File: config.mk
export PLATFORM = sky130hd
export DESIGN_NAME = hier_leaf_skid_stage
export DESIGN_NICKNAME = d
export VERILOG_FILES = /design/src/rtl/hier_leaf_skid_stage_pkg.sv /design/src/rtl/hier_leaf_skid_stage_sat_cnt.sv /design/src/rtl/hier_leaf_skid_stage.sv
export SDC_FILE = /design/constraint.sdc
export NUM_CORES = 1
export LEC_CHECK = 0
export ABC_AREA = 1
export CAP_MARGIN = 10
export CORE_MARGIN = 4
export CORE_UTILIZATION = 54
export CTS_CLUSTER_DIAMETER = 40
export DETAILED_ROUTE_END_ITERATION = 16
export PLACE_DENSITY = 0.89
export SETUP_SLACK_MARGIN = 0.5
export SLEW_MARGIN = 10
export SYNTH_ARGS = -nofsm -noshare
export SYNTH_HDL_FRONTEND = slang
export SYNTH_SLANG_ARGS = --single-unit
File: constraint.sdc
create_clock -name clk -period 2.6 [get_ports clk]
set_input_delay 0.78 -clock clk [delete_from_list [all_inputs] [get_ports clk]]
set_output_delay 0.78 -clock clk [all_outputs]
set_load 0.1 [all_outputs]
File: src/rtl/hier_leaf_skid_stage_pkg.sv
// Shared types and default widths for the hierarchy leaf skid stage.
package hier_leaf_pkg;

    typedef enum logic [1:0] {
        EMPTY = 2'b00,
        BUSY  = 2'b01,
        FULL  = 2'b10
    } leaf_state_e;

    localparam int unsigned LEAF_DATA_W_DFLT = 32;
    localparam int unsigned LEAF_CNT_W_DFLT  = 16;

endpackage

File: src/rtl/hier_leaf_skid_stage_sat_cnt.sv
// Saturating event counter with a sticky flag raised when the count reaches all-ones.
module hier_leaf_sat_cnt #(
    parameter int unsigned W = 16
) (
    input  logic         clk,
    input  logic         rst,
    input  logic         inc,
    output logic [W-1:0] cnt,
    output logic         sat
);

    logic [W-1:0] cnt_q, cnt_d;
    logic         sat_q, sat_d;

    always_comb begin
        cnt_d = cnt_q;
        sat_d = sat_q;
        if (inc && (cnt_q != {W{1'b1}})) begin
            cnt_d = cnt_q + W'(1);
        end
        if (cnt_d == {W{1'b1}}) begin
            sat_d = 1'b1;
        end
    end

    always_ff @(posedge clk) begin
        if (rst) begin
            cnt_q <= '0;
            sat_q <= 1'b0;
        end else begin
            cnt_q <= cnt_d;
            sat_q <= sat_d;
        end
    end

    assign cnt = cnt_q;
    assign sat = sat_q;

endmodule

File: src/rtl/hier_leaf_skid_stage.sv
// Leaf valid/ready stage with a 2-entry skid buffer and a saturating transfer counter.
// Optional HIER_LEAF_PARITY_EN adds an even-parity bit (m_par) stored with each word.
module hier_leaf_skid_stage
    import hier_leaf_pkg::*;
#(
    parameter int unsigned DATA_W = LEAF_DATA_W_DFLT,
    parameter int unsigned CNT_W  = LEAF_CNT_W_DFLT
) (
    input  logic              clk,
    input  logic              rst,
    input  logic              s_valid,
    output logic              s_ready,
    input  logic [DATA_W-1:0] s_data,
    output logic              m_valid,
    input  logic              m_ready,
    output logic [DATA_W-1:0] m_data,
    output logic [CNT_W-1:0]  xfer_cnt,
    output logic              cnt_sat
`ifdef HIER_LEAF_PARITY_EN
    ,
    output logic              m_par
`endif
);

`ifdef HIER_LEAF_PARITY_EN
    localparam int unsigned ENT_W = DATA_W + 1;
`else
    localparam int unsigned ENT_W = DATA_W;
`endif

    leaf_state_e      state_q, state_d;
    logic [ENT_W-1:0] main_q, main_d;
    logic [ENT_W-1:0] skid_q, skid_d;
    logic             m_valid_q, m_valid_d;
    logic             s_ready_q, s_ready_d;
    logic [ENT_W-1:0] entry_c;
    logic             accept_c;
    logic             drain_c;

    // Parity is captured at entry so it travels with the word through both slots.
    always_comb begin
`ifdef HIER_LEAF_PARITY_EN
        entry_c = {^s_data, s_data};
`else
        entry_c = s_data;
`endif
    end

    assign accept_c = s_valid && s_ready_q;
    assign drain_c  = m_valid_q && m_ready;

    always_comb begin
        state_d = state_q;
        main_d  = main_q;
        skid_d  = skid_q;
        unique case (state_q)
            EMPTY: begin
                if (accept_c) begin
                    main_d  = entry_c;
                    state_d = BUSY;
                end
            end
            BUSY: begin
                if (accept_c && !drain_c) begin
                    skid_d  = entry_c;
                    state_d = FULL;
                end else if (drain_c && !accept_c) begin
                    state_d = EMPTY;
                end else if (accept_c && drain_c) begin
                    main_d  = entry_c;
                end
            end
            FULL: begin
                if (drain_c) begin
                    main_d  = skid_q;
                    state_d = BUSY;
                end
            end
            default: state_d = EMPTY;
        endcase
        // Handshake outputs are registered copies of the next-state decode.
        m_valid_d = (state_d != EMPTY);
        s_ready_d = (state_d != FULL);
    end

    always_ff @(posedge clk) begin
        if (rst) begin
            state_q   <= EMPTY;
            main_q    <= '0;
            skid_q    <= '0;
            m_valid_q <= 1'b0;
            s_ready_q <= 1'b1;
        end else begin
            state_q   <= state_d;
            main_q    <= main_d;
            skid_q    <= skid_d;
            m_valid_q <= m_valid_d;
            s_ready_q <= s_ready_d;
        end
    end

    assign m_valid = m_valid_q;
    assign s_ready = s_ready_q;
    assign m_data  = main_q[DATA_W-1:0];
`ifdef HIER_LEAF_PARITY_EN
    assign m_par   = main_q[DATA_W];
`endif

    hier_leaf_sat_cnt #(
        .W (CNT_W)
    ) u_sat_cnt (
        .clk (clk),
        .rst (rst),
        .inc (drain_c),
        .cnt (xfer_cnt),
        .sat (cnt_sat)
    );

endmodule

==> results.json <==
{
  "dr.pass1.iters": 5,
  "power_frac_seq": 0.405,
  "cp-start-kind": "primary input",
  "final_cell_mix": "132 x nor2_1, 128 x nand2_1, 68 x dfxtp_1",
  "htree_num_levels": 3,
  "groute.usage.overall": 0.2381,
  "port_buffers": 86,
  "grt_max_degree": 53,
  "die_y_um": 91.87,
  "overflow": 0,
  "gp_congestion": 0.9565,
  "layout_worst_path_cycle_share": 0.7346,
  "period_minus_slack_ns": 1.910,
  "swShare": 0.3610,
  "final_common_cell": "nor2_1",
  "drive_above_1_share": 0.2022,
  "synth_area_um2": 3799,
  "ys_seq_area_frac": 0.4480,
  "hp-class": "reg2reg",
  "initial_utilization": 0.5560,
  "utilization": 0.7218,
  "syn_nets": 601,
  "yosys_warnings": 0,
  "postRouteAntennaNets": 0,
  "netlist-cell-type-count": 23,
  "vdd_ir_drop_max_v": 0.0004394,
  "worstMarginPinSlew_ns": 1.072,
  "antenna_found_initial": 0,
  "globalRouteMet2Util": 0.3996,
  "p_int_w": 0.002347,
  "p_clk_frac": 0.314,
  "drc": 0,
  "layout.nets": 680,
  "power_w": 0.003674,
  "die_w_um": 91.87,
  "grt_pass1_wl_um": 16610,
  "outcome": "finished, final reports clean",
  "drtIter0Drc": 214,
  "boundaryPins": 87,
  "area_growth_pct": 29.81,
  "root_buffer": "clkbuf_8",
  "multi_input_area_um2": 1874,
  "grt_pass1_vias": 3743,
  "dieArea_um2": 8440,
  "core-area_um2": 6832,
  "clock_skew_ns": 0.008091,
  "crit_required_ns": 2.81,
  "fmax_mhz": 523.6,
  "numCtsBuffers": 9,
  "relSlewSlack": 0.2844,
  "pwr-share-comb": 0.280,
  "clk_pin_slew_ns": 0.08,
  "crit_fanout": 31,
  "grt_util_met1": 0.2938,
  "worstReg2RegStart": "u_sat_cnt.cnt[0]",
  "placementRows": 30,
  "hp-start": "u_sat_cnt.sat",
  "setup_violations": 0,
  "powerDensity_nw_per_um2": 745.0,
  "drt-total-wl_um": 9770,
  "hold_viol": 0,
  "syn_inst": 564,
  "ys_ff_latch": 85,
  "power_switching_w": 0.001326,
  "worstPathArrival_ns": 2.12,
  "drt-wirelength-per-cell_um": 13.13,
  "syn_avg_cell_area_um2": 6.735,
  "maxSlewViolCount": 0,
  "clockBufferDepth": 2,
  "ff_latch_area_um2": 1723,
  "vias": 3866,
  "cts_tree": "done",
  "met3_usage": 0.05906,
  "drv_cap": 0,
  "dpl.hpwl_um": 6674,
  "clock_sink_count": 85,
  "antenna_cells": 0,
  "fill_cells": 566,
  "hold_buffers": 0,
  "path_class": "in2reg",
  "crit_start": "s_valid",
  "p_leak_nw": 2.239,
  "end_kind": "flop",
  "rsz0062_at_grt": "false",
  "grt.busiest_layer": "met2",
  "detail_route.vias_per_cell": 5.196,
  "insertion_delay_ns": 0.35
}
-- kinds of logic (layout without fill, tap and decap cells) --
family	Yosys count	count (layout)	synth area share
DFF	85	85	0.4480
and+or+nand+nor	311	311	0.3449
AOI/OAI and AO/OA	101	101	0.1341
buffers and inverters	66	150	0.06983
adders and majority gates	1	1	0.003293
-- worst paths after layout --
check | cells after the start | end | slack (ns)
min | 2 | u_sat_cnt.sat | 0.47
min reg2reg | 2 | u_sat_cnt.sat | 0.47
max | 8 | m_valid | 0.69
max reg2reg | 11 | u_sat_cnt.sat | 0.74
-- timing repair --
action / in CTS / in global routing
hold endpoints to repair: 0 / 0
setup endpoints to repair: 6 / 5
pin swaps: 1 / 1
resized for setup: 6 / 5
buffers inserted: 1 / 0
-- cell type report --
| class | count | share of cell area |
|---|---|---|
| Inverter | 37 | 0.02842 |
| Timing Repair Buffer | 97 | 0.1675 |
| Sequential cell | 85 | 0.3494 |
| Multi-Input combinational cell | 413 | 0.3801 |
| Clock buffer | 11 | 0.02867 |
| Clock inverter | 5 | 0.02157 |
| Tap cell | 96 | 0.02436 |
-- critical path, stage by stage --
cell             delay [ns]
clkdlybuf4s50_1        0.43
nand2_1                0.08
nand2_1                0.07
nand3_2                0.11
buf_4                  0.32
o21ai_0                0.16
inv_1                  0.10
a21oi_1                0.06
-- metal layers --
layer | up-vias | wire [um] | part of all wire
met4 | 0 | 138 | 0.014
met1 | 1786 | 4199 | 0.43
met2 | 136 | 4767 | 0.49
met3 | 16 | 664 | 0.068
met5 | - | 0 | 0
li1 | 1928 | - | -
-- flip-flops by register name (all words and copies together), names as in the netlist --
register,count
m_data,32
m_valid,1
s_ready,1
skid_q,32
state_q,2
u_sat_cnt.cnt,16
u_sat_cnt.sat,1
-- power groups by stage --
stage | registers [W] | clock network, W | logic, W
3_5_place_dp | 0.00151 | 0 | 0.00103
4_1_cts | 0.00149 | 0.00117 | 0.00103
6_report | 0.00149 | 0.00116 | 0.00103
5_1_grt | 0.00150 | 0.00123 | 0.00110
2_1_floorplan | 0.00197 | 0 | 0.000297
3_3_place_gp | 0.00151 | 0 | 0.00101
-- synth_stat cells (all sizes together) --
| cell | number | area [um2] |
|---|---|---|
| a21oi | 67 | 339.1 |
| buf | 8 | 46.29 |
| clkbuf | 21 | 78.83 |
| clkinv | 1 | 5.000 |
| dfxtp | 85 | 1702 |
| ha | 1 | 12.51 |
| inv | 36 | 135.1 |
| nand2 | 138 | 548.0 |
| nand3 | 20 | 115.1 |
| nand3b | 1 | 7.510 |
| nand4 | 5 | 37.53 |
| nor2 | 147 | 601.8 |
| o21ai | 34 | 170.2 |
-- metrics by stage --
| step | cell area [um2] | hold WS (ns) | TNS [ns] | instances | worst slack, ns |
|---|---|---|---|---|---|
| 6_report | 4931 | 0.4712 | 0 | 744 | 0.6901 |
| 5_1_grt | 4931 | 0.5217 | 0 | 744 | 0.4929 |
| 4_1_cts | 4913 | 0.4707 | 0 | 744 | 0.5156 |
| 3_5_place_dp | 4641 | 0.4584 | -0.01882 | 727 | -0.01882 |
| 3_3_place_gp | 4641 | 0.4578 | 0 | 727 | 0.05025 |
| 2_1_floorplan | 3820 | 0.4782 | 0 | 564 | 0.5644 |
Power figures use the tool's default switching activity.
==> edit (same flow settings) <==
Change the package constant `LEAF_CNT_W_DFLT` from 16 to 20.
--- a/src/rtl/hier_leaf_skid_stage_pkg.sv
+++ b/src/rtl/hier_leaf_skid_stage_pkg.sv
@@ -9,5 +9,5 @@
 
     localparam int unsigned LEAF_DATA_W_DFLT = 32;
-    localparam int unsigned LEAF_CNT_W_DFLT  = 16;
+    localparam int unsigned LEAF_CNT_W_DFLT  = 20;
 
 endpackage
Ports: changed (resized xfer_cnt); port bits go from 87 to 91. The function was not compared with the original's and may differ.
==> edit against the original RTL <==
  * Core utilization grew 0.73 points
  * First-iteration DRC count grew 18%
  * Register-to-register slack lost 0.17 ns
  * Hold slack gained 0.027 ns
  * Sequential cell count grew 4
  * Cell area grew 6.7%
  * Wire length grew 13%
  * Critical path depth grew 5
  * Worst setup slack lost 0.12 ns
  * Synthesized area grew 5.5%
  * Power shrank 0.24%
  * Combinational power is essentially flat
  * Synthesized cell count grew 8.3%
  * Clock power shrank 7%
  * Critical endpoint is now u_sat_cnt.sat$_SDFFE_PP0N_
==> edit: results (changes against the original RTL) <==
dp.cells: 777  # +6.9%
area_growth_pct: 31.3
cp-endpoint: "u_sat_cnt.sat$_SDFFE_PP0N_"
path_delay_family: "simple AND/OR/NAND/NOR gates"
seq_cells: 89  # +4.7%
grt_pass1_wl_um: 17700  # +6.6%
clkPwrFrac_pct: 29.5  # -1.9 points
inverters: 48  # +30%
regArea_mm2: 0.00181  # +5.1%
clock_tree_area_fraction_pct: 4.33  # -0.69 points
hold_ws_ns: 0.498  # +0.0269 ns
nFillCells: 562  # -0.71%
synthFlopType: "dfxtp_1"
dpl_worst_slack_ns: -0.0850  # -0.0662 ns
multi_input_area_share_pct: 38.2  # +0.21 points
synth_fp_nets: 648  # +7.8%
critPathMaxStageDelay_ns: 0.40  # -0.03 ns
first_global_vias: 3997  # +6.8%
area_share_nonclk_buffers_pct: 17.2  # +0.50 points
layout-drive-gt1-share_pct: 20.2  # about the same
drtIter0Drc: 252  # +18%
post_cts_buffers: 6  # +5
critical_path.max_fanout: 5  # -84%
gp_congestion: 0.859  # -10%
skew_ns: 0.00965  # +0.00155 ns
comb-power_w: 0.00103  # about the same
ys_seq_area_share_pct: 44.5  # -0.34 points
via_per_inst: 5.34  # +2.7%
regToRegSetupSlack_ns: 0.57  # -0.17 ns
powerDensity_mw_per_mm2: 697  # -6.5%
cp_slowest_cell: "dfxtp_2"
vias: 4276  # +11%
antenna_found_initial: 0  # unchanged
dp_hpwl_um: 7140  # +7.1%
grt_max_degree: 57  # +7.5%
p_int_w: 0.00229  # -2.4%
finalCritPeriodShare_pct: 78.1  # +4.7 points
htreeDepth: 3  # unchanged
nNonClkBuffers: 105  # +8.2%
syn_area_per_cell_um2: 6.56  # -2.6%
outcome: "complete, no violations"
nNetsFinal: 734  # +7.9%
crit_arrival_ns: 2.32  # +0.20 ns
synthTopCellsByArea: "dfxtp_1 (44%), nand2_1 (14%), nor2_1 (13%)"
startpoint_type: "flip-flop"
hold-path-endpoint: "u_sat_cnt.sat$_SDFFE_PP0N_"
dpl-instance-area_mm2: 0.00488  # +5.1%
r2r_cells: 13  # +2
p_leak_nw: 2.39  # +6.7%
multiInputGateArea_mm2: 0.00201  # +7.3%
grt_use_total_pct: 24.9  # +1.1 points
wl_um: 11000  # +13%
synthTopCellsByCount: "nand2_1 (152), nor2_1 (142), dfxtp_1 (89), a21oi_1 (69), inv_1 (44)"
io_buffers: 90  # +4.7%
post_cts_resized: 20  # +14
ir_drop_mv: 0.506  # +15%
## edit: cell count changes in the layout (fill, tap and decap cells not counted), sizes merged, moves of 2 or more
cell      delta
a21oi        +3
buf          +8
clkbuf       -2
clkinvlp     +2
dfxtp        +4
inv         +12
nand2       +16
nand3        +7
nor3         +2
## edit: kinds of logic after synthesis
| group | count (synthesis) | share of synthesized area [%] |
|---|---|---|
| compound gates | 105 | 13.2 |
| buf+inv | 79 | 7.87 |
| flops | 89 | 44.5 |
| fa+ha+maj | 1 | 0.312 |
| simple gates | 336 | 33.9 |
| xor+xnor | 1 | 0.219 |
## edit: per-layer routing
| layer | wire [um] | share of wire (%) | track usage (%) |
|---|---|---|---|
| met1 | 4430 | 40 | 29.0 |
| met2 | 5460 | 50 | 43.0 |
| met3 | 863 | 7.8 | 6.57 |
| met4 | 255 | 2.3 | 10.7 |
| met5 | 0 | 0 | 0 |
